### config.mk
export PLATFORM = sky130hd
export DESIGN_NAME = demux4_feeder
export DESIGN_NICKNAME = d
export VERILOG_FILES = /design/src/rtl/demux4_pkg.sv /design/src/rtl/demux4_fifo.sv /design/src/rtl/demux4_feeder.sv
export SDC_FILE = /design/constraint.sdc
export NUM_CORES = 1
export LEC_CHECK = 0
export BUFFER_PORTS_ARGS = -buffer_cell sky130_fd_sc_hd__buf_2
export CAP_MARGIN = 30
export CORE_MARGIN = 2
export CORE_UTILIZATION = 55
export CTS_CLUSTER_SIZE = 28
export DETAILED_ROUTE_END_ITERATION = 6
export GPL_ROUTABILITY_DRIVEN = 0
export GPL_TIMING_DRIVEN = 0
export PLACE_DENSITY = 0.8
export SETUP_SLACK_MARGIN = 0.5
export SLEW_MARGIN = 20
export SYNTH_ARGS = -nofsm -noshare
export SYNTH_HDL_FRONTEND = slang
export SYNTH_SLANG_ARGS = --single-unit
### constraint.sdc
create_clock -name clk -period 6.7 [get_ports clk]
set_clock_uncertainty 0.2 [all_clocks]
set_input_delay 0 -clock clk [delete_from_list [all_inputs] [get_ports clk]]
set_output_delay 0 -clock clk [all_outputs]
set_load 0.01 [all_outputs]
### src/rtl/demux4_pkg.sv
// Shared types for the demux4 feeder: the buffered {din, sel} entry and the
// presentation FSM state encoding.
package demux4_pkg;

  localparam int SEL_W = 2;

  typedef struct packed {
    logic             din;
    logic [SEL_W-1:0] sel;
  } demux_entry_t;

  typedef enum logic {
    IDLE = 1'b0,
    HOLD = 1'b1
  } feeder_state_t;

endpackage

### src/rtl/demux4_fifo.sv
// Synchronous show-ahead FIFO of demux entries. Pointers wrap naturally, and
// the full/empty flags come from the occupancy counter.
module demux4_fifo
  import demux4_pkg::*;
#(
  parameter int DEPTH = 4
) (
  input  logic                         clk,
  input  logic                         rst_n,
  input  logic                         push,
  input  logic                         pop,
  input  demux_entry_t                 wdata,
  output demux_entry_t                 rdata,
  output logic [$clog2(DEPTH+1)-1:0]   count,
  output logic                         full,
  output logic                         empty
);

  localparam int PTR_W = $clog2(DEPTH);
  localparam int CNT_W = $clog2(DEPTH + 1);

  demux_entry_t     mem_q [DEPTH];
  logic [PTR_W-1:0] wr_ptr_q;
  logic [PTR_W-1:0] rd_ptr_q;
  logic [CNT_W-1:0] count_q;
  logic             do_push;
  logic             do_pop;

  assign full    = (count_q == CNT_W'(DEPTH));
  assign empty   = (count_q == '0);
  assign do_push = push && !full;
  assign do_pop  = pop && !empty;
  assign rdata   = mem_q[rd_ptr_q];
  assign count   = count_q;

  // Storage has no reset; only entries between the pointers are ever read.
  always_ff @(posedge clk) begin
    if (do_push) begin
      mem_q[wr_ptr_q] <= wdata;
    end
  end

  always_ff @(posedge clk) begin
    if (!rst_n) begin
      wr_ptr_q <= '0;
      rd_ptr_q <= '0;
      count_q  <= '0;
    end else begin
      if (do_push) begin
        wr_ptr_q <= wr_ptr_q + 1'b1;
      end
      if (do_pop) begin
        rd_ptr_q <= rd_ptr_q + 1'b1;
      end
      case ({do_push, do_pop})
        2'b10:   count_q <= count_q + 1'b1;
        2'b01:   count_q <= count_q - 1'b1;
        default: count_q <= count_q;
      endcase
    end
  end

  assert property (@(posedge clk) disable iff (!rst_n) count_q <= CNT_W'(DEPTH));

endmodule

### src/rtl/demux4_feeder.sv
// Paces buffered {din, sel} entries onto the 1-to-4 demux, holding each for HOLD cycles.
//   state | meaning
//   IDLE  | nothing presented; din=0, sel=IDLE_SEL
//   HOLD  | an entry is on din/sel; hold_cnt counts the remaining cycles
module demux4_feeder
  import demux4_pkg::*;
#(
  parameter int               DEPTH    = 4,
  parameter int               HOLD     = 2,
  parameter logic [SEL_W-1:0] IDLE_SEL = 2'b00
) (
  input  logic                         clk,
  input  logic                         rst_n,
  input  logic                         in_valid,
  output logic                         in_ready,
  input  logic                         in_din,
  input  logic [SEL_W-1:0]             in_sel,
  output logic                         din,
  output logic [SEL_W-1:0]             sel,
  output logic                         out_active,
  output logic [$clog2(DEPTH+1)-1:0]   count
);

  localparam int              HCW         = (HOLD > 1) ? $clog2(HOLD) : 1;
  localparam logic [HCW-1:0]  HOLD_RELOAD = HCW'(HOLD - 1);

  feeder_state_t    state_q, state_d;
  logic [HCW-1:0]   hold_cnt_q, hold_cnt_d;
  logic             din_q, din_d;
  logic [SEL_W-1:0] sel_q, sel_d;
  logic             active_q, active_d;

  logic             fifo_push;
  logic             fifo_pop;
  logic             fifo_full;
  logic             fifo_empty;
  demux_entry_t     fifo_head;
  demux_entry_t     fifo_wdata;
  logic             hold_done;

  // in_ready looks only at the registered count, so a pop in a full cycle cannot open a slot.
  assign in_ready   = rst_n && !fifo_full;
  assign fifo_push  = in_valid && in_ready;
  assign fifo_wdata = '{din: in_din, sel: in_sel};
  assign hold_done  = (hold_cnt_q == '0);

  demux4_fifo #(
    .DEPTH (DEPTH)
  ) u_fifo (
    .clk   (clk),
    .rst_n (rst_n),
    .push  (fifo_push),
    .pop   (fifo_pop),
    .wdata (fifo_wdata),
    .rdata (fifo_head),
    .count (count),
    .full  (fifo_full),
    .empty (fifo_empty)
  );

  always_ff @(posedge clk) begin
    if (!rst_n) begin
      state_q    <= IDLE;
      hold_cnt_q <= '0;
      din_q      <= 1'b0;
      sel_q      <= IDLE_SEL;
      active_q   <= 1'b0;
    end else begin
      state_q    <= state_d;
      hold_cnt_q <= hold_cnt_d;
      din_q      <= din_d;
      sel_q      <= sel_d;
      active_q   <= active_d;
    end
  end

  always_comb begin
    state_d = state_q;
    case (state_q)
      IDLE: begin
        if (!fifo_empty) begin
          state_d = demux4_pkg::HOLD;
        end
      end
      demux4_pkg::HOLD: begin
        if (hold_done && fifo_empty) begin
          state_d = IDLE;
        end
      end
      default: state_d = IDLE;
    endcase
  end

  always_comb begin
    fifo_pop   = 1'b0;
    hold_cnt_d = hold_cnt_q;
    din_d      = din_q;
    sel_d      = sel_q;
    active_d   = active_q;
    case (state_q)
      IDLE: begin
        if (!fifo_empty) begin
          fifo_pop   = 1'b1;
          din_d      = fifo_head.din;
          sel_d      = fifo_head.sel;
          active_d   = 1'b1;
          hold_cnt_d = HOLD_RELOAD;
        end
      end
      demux4_pkg::HOLD: begin
        if (!hold_done) begin
          hold_cnt_d = hold_cnt_q - 1'b1;
        end else if (!fifo_empty) begin
          // Back-to-back: the next entry replaces the current one at the same edge.
          fifo_pop   = 1'b1;
          din_d      = fifo_head.din;
          sel_d      = fifo_head.sel;
          active_d   = 1'b1;
          hold_cnt_d = HOLD_RELOAD;
        end else begin
          din_d      = 1'b0;
          sel_d      = IDLE_SEL;
          active_d   = 1'b0;
        end
      end
      default: begin
        din_d      = 1'b0;
        sel_d      = IDLE_SEL;
        active_d   = 1'b0;
        hold_cnt_d = '0;
      end
    endcase
  end

  assign din        = din_q;
  assign sel        = sel_q;
  assign out_active = active_q;

  assert property (@(posedge clk) disable iff (!rst_n)
                   (state_q == demux4_pkg::HOLD && !hold_done) |=> $stable(sel_q));

endmodule

==> summary.txt <==
Outcome
  – Status: completed

Logic synthesis
  – Register area share after synthesis: between 50% and 60%
  – Synth area leaders: edfxtp_1 (31%), dfxtp_1 (26%), mux4_2 (5.9%)
  – Synthesized instance count: between 90 and 100
  – Post-synth net total: 105
  – Mapped cell area: 1150 um^2
  – Most instantiated library cell after synthesis: dfxtp_1
  – Commonest register cell after synthesis: dfxtp_1
  – Distinct cells, synth: 24
  – Post-Synth XOR/XNOR Area: between 1.5 and 2%
  – Synth Area in Simple Gates: 13.2%
  – Synth Area in Compound Gates: 8.16%
  – Mux contribution to synthesized area: 8.49%
  – Number of flops mapped to enable cells by yosys: 12
  – Asr flop ratio synth: 0%
  – Syn Area/Cell: about 12 um^2
  – Flops & latches, synth: 27
  – Synth warn: 0
  – Post-synthesis adder-cell area fraction: 7.18%
  – Commonest cells post-synth: dfxtp_1 (15), edfxtp_1 (12), inv_1 (9), a21oi_1 (6), nor2_1 (6)
  – Main combinational cell family by area after synthesis: simple AND/OR/NAND/NOR gates
  – Dominant cell type by area after synthesis: edfxtp_1
  – Top cell type's share of synthesized area: 31.3%

Worst setup path
  – CP max-delay cell: dfxtp_1
  – Largest fanout on the critical path: 7
  – CP max stage delay: 0.50 ns
  – Critical path arrival: 2.53 ns
  – CP endpoint kind: register
  – WP data required: 6.76 ns
  – CP Class: reg2reg
  – Crit path launch type: register
  – Crit path cell chain: nor3_2 -> nor2_1 -> ha_1 -> inv_1 -> fa_1 -> xor2_1 -> or3_1 -> a21oi_1

Global route
  – Total gr overflow: 0
  – Largest net degree at the start of global routing: 15
  – Number of global-route vias before repair: 760
  – Initial antenna violation count: 0
  – Total global-route track usage: 18.2%
  – Global-route wire length before repair: between 3000 and 4000 um

Placed design
  – Placed cells: roughly 130
  – Post-DP HPWL: around 1500 um
  – Placed Area: 1240 um^2
  – Port bufs: 12

Route
  – Vias: about 750
  – WL/cell: around 14 um
  – Post-Route WL: 1940 um
  – First drt pass iteration count: 4
  – Vias per cell: ~5.3
  – Routed Antenna Nets: 0
  – Drt initial violations: 13
  – # DRC: 0

CTS
  – Clk sinks: 27
  – CTS Buf Count: 3
  – Root buffer cell: clkbuf_4
  – Bufs on Longest Clock Path: 2
  – Post_cts resized: 0
  – Setup Fix Bufs, Post-CTS: 0
  – CTS tree: built
  – Clk slew on worst S/H paths: 0.13 ns
  – Worst-Skew Late Latency: 0.31 ns
  – H-tree levels: 1
  – CTS Hold Bufs: 6

Timing
  – Final setup vio count: 0
  – Worst-Margin Slew: 0.357 ns
  – Final Hold Vio Count: 0
  – Hold Slack: 0.243 ns
  – Min Clock Period, post-route: 2.47 ns
  – RSZ-0062 raised after global routing: false
  – Fmax: 404 MHz
  – Tcrit/Tclk final: ~37%
  – Final Max Slew Viols: 0
  – Slew HR: around 76%
  – Setup TNS: 0 ns

Layout
  – Syn-to-layout area delta: 15.7%
  – Diode count: 0
  – Layout cells sized above 1: 20.9%
  – Final core occ: 67.8%
  – Fillers: 166
  – Final Non-Filler Cells: 142
  – Footprint of the multi-input gates: 443 um^2
  – Nets: 128
  – Sequential Area: 661 um^2
  – Design Area, Final: 1330 um^2

Die
  – Die Area: 2470 um^2
  – Die X: roughly 50 um
  – FP Rows: 16
  – Starting Density: 58.6%
  – Core footprint: 1960 um^2
  – Die height: 49.7 um
  – I/O pin count: 14

Flow run
  – Max Cap Violations: 0

Power and ir drop
  – Leakage power: ~0.53 nW
  – IR drop worst, VDD: 0.229 mV
  – PwrDens: 384 nW/um^2

Hold path
  – Worst min-delay path class: in2reg
per-stage QoR:
| step | setup WS (ns) | total power, W |
|---|---|---|
| 3_3_place_gp | 4.33 | 0.000431 |
| 2_1_floorplan | 4.46 | 0.000392 |
| 3_5_place_dp | 4.28 | 0.000444 |
| 6_report | 4.23 | 0.000511 |
| 4_1_cts | 4.24 | 0.000514 |
| 5_1_grt | 4.07 | 0.000553 |
where the power goes:
part           leakage (nW)  internal [W]  total (W)  switching, W
Combinational         0.280     0.0000918   0.000199      0.000108
Clock                0.0150     0.0000232  0.0000666     0.0000434
Sequential            0.233      0.000211   0.000245     0.0000342
final timing paths:
check / startpoint / to / slack, ns / depth (start not counted)
setup / recovery: u_fifo.count[2] / u_fifo.count[2] / 4.23 / 8
hold / removal: in_din / u_fifo.mem_q[2][2] / 0.24 / 2
setup reg to reg: u_fifo.count[2] / u_fifo.count[2] / 4.23 / 8
hold reg to reg: din / din / 0.29 / 2
worst max-delay path: cells and delay by family (launching register included):
| family | cells | cell delay [ns] |
|---|---|---|
| adders and majority gates | 2 | 0.63 |
| buffers and inverters | 1 | 0.06 |
| and+or+nand+nor | 3 | 0.73 |
| xor gates and xnor gates | 1 | 0.16 |
| AOI/OAI and AO/OA | 1 | 0.14 |
| DFF | 1 | 0.50 |
routing by layer:
metal | GRT usage (%) | wire, um
met5 | 0 | 0
met1 | 22.6 | 838
met2 | 32.4 | 1020
met3 | 2.73 | 51
met4 | 5.56 | 23
area by class of cell:
cell class / instances / share of cell area (%)
Timing Repair Buffer: 18 / 9.03
Inverter: 9 / 2.54
Clock buffer: 4 / 1.98
Multi-Input combinational cell: 55 / 33.3
Sequential cell: 27 / 49.7
Buffer: 2 / 0.941
Tap cell: 27 / 2.54
cell families after synthesis:
logic type / count (synthesis)
AND/OR/NAND/NOR: 28
flip-flops: 27
AO/OA/AOI/OAI: 13
buffers and inverters: 11
multiplexers: 6
adder cells (fa/ha/maj): 6
XOR/XNOR: 2
registers in the layout, indices dropped and copies added (netlist names), named ones only:
name             count
u_fifo.mem_q        12
u_fifo.count         3
sel                  2
u_fifo.rd_ptr_q      2
u_fifo.wr_ptr_q      2
din                  1
hold_cnt_q           1
out_active           1
state_q              1
placed cells by master, fill, tap and decap left out, drive strengths merged:
master	instances
xor2	2
mux4	3
ha	5
dlygate4sd3	6
a22oi	1
o21ai	2
clkbuf	4
nand3	4
inv	9
a211oi	1
and2	5
mux2i	3
dfxtp	15
nand2	4
fa	1
nand2b	2
nor2	7
nor3	3
edfxtp	12
a21oi	6
o2bb2ai	3
or3	3
buf	14
Note: power is estimated with default switching activity, not from simulation.
